$ cat src/rtl/if_fetch_unit.sv
// if_fetch_unit: instruction fetch address, imem handshake, one-entry hold buffer and IF/ID register.
module if_fetch_unit #(
  parameter int ADDR_W = 32,
  parameter int INSTR_W = 32,
  parameter logic [ADDR_W-1:0] RESET_PC = '0
) (
  input  logic               clk,
  input  logic               rst_n,
  input  logic               pc_freeze,
  input  logic               IF_ID_freeze,
  input  logic               IF_ID_flush,
  input  logic               take_branch,
  input  logic [ADDR_W-1:0]  branch_target,
  output logic               imem_req,
  output logic [ADDR_W-1:0]  imem_addr,
  input  logic               imem_ready,
  input  logic [INSTR_W-1:0] imem_rdata,
  output logic [INSTR_W-1:0] IF_ID_instr,
  output logic [ADDR_W-1:0]  IF_ID_pc_plus4,
  output logic               IF_ID_valid
);
  typedef enum logic [1:0] {IDLE, FETCH, HOLD} state_t;
  state_t state_q, state_d;
  logic [ADDR_W-1:0] fetch_addr_q, fetch_addr_d, redir_addr_q, redir_addr_d, hold_pc4_q, hold_pc4_d;
  logic [ADDR_W-1:0] id_pc4_q, id_pc4_d, ld_pc4, addr_p4;
  logic [INSTR_W-1:0] hold_instr_q, hold_instr_d, id_instr_q, id_instr_d, ld_instr;
  logic redirect_pending_q, redirect_pending_d, id_valid_q, id_valid_d;
  logic br, fl, load;
  assign br = take_branch & ~pc_freeze;
  assign fl = IF_ID_flush & ~IF_ID_freeze;
  assign addr_p4 = fetch_addr_q + ADDR_W'(4);
  always_comb begin
    state_d = state_q;
    fetch_addr_d = fetch_addr_q;
    redirect_pending_d = redirect_pending_q;
    redir_addr_d = redir_addr_q;
    hold_instr_d = hold_instr_q;
    hold_pc4_d = hold_pc4_q;
    load = 1'b0;
    ld_instr = hold_instr_q;
    ld_pc4 = hold_pc4_q;
    case (state_q)
      IDLE: state_d = FETCH;
      FETCH:
        if (imem_ready) begin
          if (br) begin
            fetch_addr_d = branch_target;
            redirect_pending_d = 1'b0;
          end else if (redirect_pending_q) begin
            fetch_addr_d = redir_addr_q;
            redirect_pending_d = 1'b0;
          end else if (fl) begin
            fetch_addr_d = addr_p4;
          end else if (IF_ID_freeze) begin
            hold_instr_d = imem_rdata;
            hold_pc4_d = addr_p4;
            fetch_addr_d = addr_p4;
            state_d = HOLD;
          end else begin
            load = 1'b1;
            ld_instr = imem_rdata;
            ld_pc4 = addr_p4;
            fetch_addr_d = addr_p4;
          end
        end else if (br) begin
          redirect_pending_d = 1'b1;
          redir_addr_d = branch_target;
        end
      HOLD:
        if (br) begin
          fetch_addr_d = branch_target;
          state_d = FETCH;
        end else if (!IF_ID_freeze) begin
          load = ~fl;
          state_d = FETCH;
        end
      default: state_d = IDLE;
    endcase
    // load never coincides with freeze or flush, so freeze > flush > load > bubble reduces to this
    id_instr_d = IF_ID_freeze ? id_instr_q : load ? ld_instr : '0;
    id_pc4_d = IF_ID_freeze ? id_pc4_q : load ? ld_pc4 : '0;
    id_valid_d = IF_ID_freeze ? id_valid_q : load;
  end
  always_ff @(posedge clk or negedge rst_n) begin
    if (!rst_n) begin
      state_q <= IDLE;
      fetch_addr_q <= RESET_PC;
      redirect_pending_q <= 1'b0;
      redir_addr_q <= '0;
      hold_instr_q <= '0;
      hold_pc4_q <= '0;
      id_instr_q <= '0;
      id_pc4_q <= '0;
      id_valid_q <= 1'b0;
    end else begin
      state_q <= state_d;
      fetch_addr_q <= fetch_addr_d;
      redirect_pending_q <= redirect_pending_d;
      redir_addr_q <= redir_addr_d;
      hold_instr_q <= hold_instr_d;
      hold_pc4_q <= hold_pc4_d;
      id_instr_q <= id_instr_d;
      id_pc4_q <= id_pc4_d;
      id_valid_q <= id_valid_d;
    end
  end
  assign imem_req = (state_q == FETCH);
  assign imem_addr = fetch_addr_q;
  assign IF_ID_instr = id_instr_q;
  assign IF_ID_pc_plus4 = id_pc4_q;
  assign IF_ID_valid = id_valid_q;
endmodule

$ cat config.mk
export PLATFORM = sky130hd
export DESIGN_NAME = if_fetch_unit
export DESIGN_NICKNAME = d
export VERILOG_FILES = /design/src/rtl/if_fetch_unit.sv
export SDC_FILE = /design/constraint.sdc
export NUM_CORES = 1
export LEC_CHECK = 0
export ABC_AREA = 0
export BUFFER_PORTS_ARGS = -buffer_cell sky130_fd_sc_hd__buf_4
export CORE_MARGIN = 1.5
export CORE_UTILIZATION = 51
export DETAILED_ROUTE_END_ITERATION = 8
export PLACE_DENSITY_LB_ADDON = 0.3
export SETUP_SLACK_MARGIN = 0.5
export SLEW_MARGIN = 15
export SYNTH_ARGS = -nofsm -noshare
export SYNTH_HDL_FRONTEND = slang
export SYNTH_SLANG_ARGS = --single-unit
$ cat constraint.sdc
create_clock -name clk -period 2.3 [get_ports clk]
set_clock_uncertainty 0.15 [all_clocks]
set_input_delay 0.115 -clock clk [delete_from_list [all_inputs] [get_ports clk]]
set_output_delay 0.115 -clock clk [all_outputs]
set_load 0.005 [all_outputs]
# Yosys cells after proc, flatten, opt, wreduce, memory -nomap -nowiden
# Cells that the tools add are included.
# word_totals
regBits,196
inputBits,71
word_cells,70
# op_classes
n_addsub,1
eq_ne,9
n_mux,35
n_bitwise,8
reduce_logical,8
# ops
cell,count
$mux 32,16
$pmux 32 s2,1
$add 32x3->32 const B,1
$mux 2,7
$reduce_and 6->1,2
$ne 2x2->1 const B,5
$mux 1,9
$not 1->1,6
$pmux 2 s3,1
$reduce_and 3->1,2
$reduce_bool 2->1,2
$ne 3x3->1 const B,1
$and 1x1->1,2
$eq 2x1->1 const B,1
$eq 2x2->1 const B,1
$logic_not 2->1,1
$ne 2x1->1 const B,1
$pmux 1 s2,1
$reduce_and 2->1,1

# Depth between registers and ports, before layout
# logic_depth
depth_word,8
depth_mapped,9
ltp_nobuf,7

# Worst setup path after synthesis
# No wires, ideal clock.
# synth_path
path_type,register to register
start,reg state_q[1]
end,"reg id_pc4_q[31], in the netlist IF_ID_pc_plus4[31]"
setup_time_ns,0.125
t_arrival_ns,1.990
required_time_ns,2.025
slack_ns,0.035
path_stages_with_launch,9
synth_period_minus_slack_ns,2.265
cell_sequence,dfrtp_1 > inv_1 > ha_1 > nand2_1 > or4_1 > clkbuf_1 > buf_1 > nor3b_1 > o21ai_1
# synth_via
elab_chain_len,3
elab_cells_between_ends,5
cone_classes,2 x eq/ne; 3 x mux
# synth_rtl
item,line,source
start: declaration,23,"state_t state_q, state_d;"
start signal: assignment,96,state_q <= state_d;
$eq 2x1->1 *,n/a,
net imem_req,14,"output logic imem_req,"
$pmux 1 s2 / $mux 32 (equally long branches),42,case (state_q)
$mux 32 *,81,id_pc4_d = IF_ID_freeze ? id_pc4_q : load ? ld_pc4 : '0;
end signal: assignment,103,id_pc4_q <= id_pc4_d;
end: declaration,25,"logic [ADDR_W-1:0] id_pc4_q, id_pc4_d, ld_pc4, addr_p4;"
# Mark *: on every way through the listed nets, which the timed path passes. The rest lies on a longest branch.
# A chain may end at the register's enable or synchronous reset.

# Final worst setup path
# layout_path
start,"reg fetch_addr_q[7], in the netlist imem_addr[7]"
end,"reg id_pc4_q[20], in the netlist IF_ID_pc_plus4[20]"
# layout_via
elab_chain_len,7
# layout_rtl
item,line,source
start: declaration,24,"logic [ADDR_W-1:0] fetch_addr_q, fetch_addr_d, redir_addr_q, redir_addr_d, hold_pc4_q, hold_pc4_d;"
start signal: assignment,97,fetch_addr_q <= fetch_addr_d;
$add 32x3->32,31,assign addr_p4 = fetch_addr_q + ADDR_W'(4);
$mux 32,52,end else if (fl) begin
$mux 32,49,end else if (redirect_pending_q) begin
$mux 32,46,if (br) begin
$mux 32,45,if (imem_ready) begin
$mux 32,42,
$mux 32,81,
# Every way passes these cells.

==> flow_metrics.tcl <==
set metrics [dict create \
    final_cells 1489 \
    worst_slew_margin_rel_pct 49.0 \
    grt_pass1_wl_um 50900 \
    worst_pin_slew_ns 0.765 \
    drt-wirelength-per-cell_um 24.0 \
    overflow 0 \
    dp_cells 1302 \
    reg2reg_from "imem_addr[7]" \
    synth-edff-count 0 \
    required_ns 2.53 \
    numPortBuffers 168 \
    ir_worst_vdd_uv 754 \
    r2r_slack_ns 0.05 \
    cp-endpoint "IF_ID_pc_plus4[20]" \
    r2r-end "IF_ID_pc_plus4[20]" \
    drt-vias-per-instance 6.29 \
    cts.path.max_buffers 2 \
    power.total_mw 17.2 \
    synth_top_cell_by_area "dfrtp_1" \
    dp_hpwl_um 18300 \
    run_status "finished, final reports clean" \
    synth.distinct_cells 57 \
    clock_sinks 196 \
    syn_to_final_growth_pct 58.0 \
    power_density_nw_per_um2 1160 \
    core_area_um2 18000 \
    hold_viol_final 0 \
    worstSetupEndpointType "flip-flop" \
    drv_slew 0 \
    startpoint "imem_addr[7]" \
    hp-class "in -> reg" \
    grt_util_met3_pct 5.46 \
    drtAntennaViolNets 0 \
    start_util_pct 52.2 \
    die_w_um 139 \
    synthTopCellsByArea "dfrtp_1 52%, mux2_2 7.7%, mux2i_1 4.2%" \
    path_clk_slew_ns 0.07 \
    drc_errors 0 \
    syn_area_per_cell_um2 10.4 \
    multi_input_area_um2 5080 \
    yosysSeqAreaShare_pct 52.2 \
    rows 49 \
    holdWs_ns 0.0742 \
    synth_area_um2 9400 \
    clkLatencyLatePin_ns 0.44 \
    grt_max_degree 66 \
    async_flop_share_pct 100 \
    start_kind "flip-flop" \
    critPathArrivalTime_ns 2.48 \
    routabilityCongestion 0.870 \
    grt_pass1_vias 8885 \
    cts_root_buf "clkbuf_16" \
    met1_usage_pct 45.5 \
    ff_latch_area_um2 4910 \
    synth_ff_type "dfrtp_1" \
    ctsHtreeMaxLevel 4 \
    synth.net_count 983 \
    p_leak_nw 6.58 \
    via_count 9369 \
    syn-instance-count 908 \
    min_period_over_period_pct 98.0 \
    die_y_um 139 \
    fillCellCount 972 \
    grt_use_total_pct 33.7 \
    max_freq_mhz 444 \
    io_pins 169 \
    final_util_pct 82.4 \
    min_period_ns 2.25 \
    drive_gt1_share_pct 45.6 \
    dr.pass1.iters 5 \
    yosysWarnings 0 \
    synth_top_area_share_pct 52.2 \
    rr_worst_depth 6 \
    crit_fanout 8 \
    ys_seq_elements 196 \
    setup_tns_ns 0 \
    dr.first_iter.drc_count 1130 \
    wl_um 35800 \
    top_usage_layer "met2" \
    nets 1322 \
    diodes 0 \
    criticalPathCategory "reg -> reg" \
    antenna_found_initial 0 \
    grtUsageMet2_pct 55.5 \
    die_area_um2 19300 \
    finalSetupViolCount 0 \
    cts_buffers 17 \
    cap_viol_max_count 0 \
    rsz0062_at_grt "true" \
    cts_tree "built" \
]
[cell families after synthesis]
family / share of synthesized area [%]
AND/OR/NAND/NOR: 14.3
XOR/XNOR: 2.33
multiplexers: 12.8
buffers and inverters: 3.65
AO/OA/AOI/OAI: 14.2
adder cells (fa/ha/maj): 0.532
flip-flops: 52.2
[cells in the final DEF (no fill, tap or decap), types with 17 or more instances in the layout]
master / synthesis / layout
o21ai_1: 54 / 57
buf_12: 0 / 21
o21ai_0: 39 / 28
clkbuf_16: 0 / 23
buf_4: 5 / 245
mux2i_1: 39 / 30
dlygate4sd3_1: 0 / 67
dfrtp_1: 196 / 190
nand4_1: 17 / 17
a21oi_1: 58 / 30
mux2_2: 64 / 36
nand3_1: 29 / 20
nand2_1: 91 / 85
buf_6: 0 / 23
nor2_1: 57 / 34
a21oi_2: 0 / 27
mux2_4: 0 / 36
[per-layer routing]
layer | part of all wire (%) | up-vias
met5 | 0 | -
met2 | 49 | 656
met4 | 4.8 | 0
li1 | - | 3953
met3 | 8.2 | 148
met1 | 38 | 4612
[per-stage QoR]
step                      area [um2]  setup slack [ns]
after global routing           14900           0.00626
final                          14900            0.0470
after global placement         11700             0.183
after detailed placement       11700             0.159
after floorplan                 9940             0.238
after CTS                      14100             0.267
[flip-flops by register name, summed over array words and instances (netlist names)]
name	cells
IF_ID_instr	32
IF_ID_pc_plus4	32
IF_ID_valid	1
hold_instr_q	32
hold_pc4_q	32
imem_addr	32
redir_addr_q	32
redirect_pending_q	1
state_q	2
[power breakdown]
part | internal [mW] | leakage [nW] | total [mW] | switching [mW]
Combinational | 4.11 | 3.80 | 8.02 | 3.91
Clock | 1.81 | 0.308 | 3.29 | 1.48
Sequential | 4.73 | 2.47 | 5.88 | 1.15
Total | 10.7 | 6.58 | 17.2 | 6.54
[worst max-delay path: stages (launching register included)]
cell	delay, ns
dfrtp_1	0.43
buf_4	0.22
and4_4	0.27
nand4_1	0.23
or3_1	0.44
a31oi_1	0.30
a21o_1	0.14
[synth_stat cells, types with 3 or more instances]
| library cell | number |
|---|---|
| clkbuf_1 | 46 |
| nor4_1 | 3 |
| and3_1 | 14 |
| inv_1 | 15 |
| nand4_1 | 17 |
| mux2_2 | 64 |
| o21ai_1 | 54 |
| a22oi_1 | 13 |
| a221oi_1 | 7 |
| xor2_1 | 9 |
| buf_1 | 3 |
| o22ai_1 | 8 |
| o2bb2ai_1 | 5 |
| o31a_1 | 7 |
| nor2b_1 | 3 |
| a31oi_1 | 8 |
| xnor2_1 | 16 |
| mux2i_1 | 39 |
| nand2_1 | 91 |
| nand3_1 | 29 |
| a21oi_1 | 58 |
| nor4_2 | 4 |
| ha_1 | 4 |
| nor3_1 | 17 |
| a22o_1 | 6 |
| buf_4 | 5 |
| dfrtp_1 | 196 |
| nor2_1 | 57 |
| buf_2 | 13 |
| o21ai_0 | 39 |
| mux2_1 | 8 |
| nand3b_1 | 3 |
| or3_1 | 8 |
| and4_1 | 6 |
[how the worst min path moves through the flow]
| stage | start | to | slack [ns] | cells after the start |
|---|---|---|---|---|
| final | imem_ready | state_q[0] | 0.07 | 4 |
| after global routing | imem_ready | state_q[0] | 0.1 | 4 |
| after CTS | imem_ready | state_q[0] | 0.06 | 4 |
| after detailed placement | rst_n | IF_ID_instr[23] | -0.002 | 1 |
| after global placement | rst_n | IF_ID_instr[23] | -0.007 | 1 |
| after floorplan | rst_n | IF_ID_instr[0] | -0.33 | 0 |
[final cells by class]
| class | instances | area share [%] |
|---|---|---|
| clock buffer | 19 | 3.05 |
| clock inverter | 13 | 1.30 |
| inverter | 15 | 0.379 |
| multi-input combinational | 630 | 34.2 |
| sequential | 196 | 33.1 |
| tap | 229 | 1.93 |
| timing repair buffer | 387 | 26.1 |
[timing repair]
action                                 4_1_cts  5_1_grt
hold buffers                                67        0
gates resized for setup                     96      116
setup endpoints to repair                  187      193
endpoints found under the hold margin      321        0
pin swaps                                   22       30
gates cloned                                16        7
buffers inserted                            52       13
No activity file was read; power rests on OpenSTA's default activity.
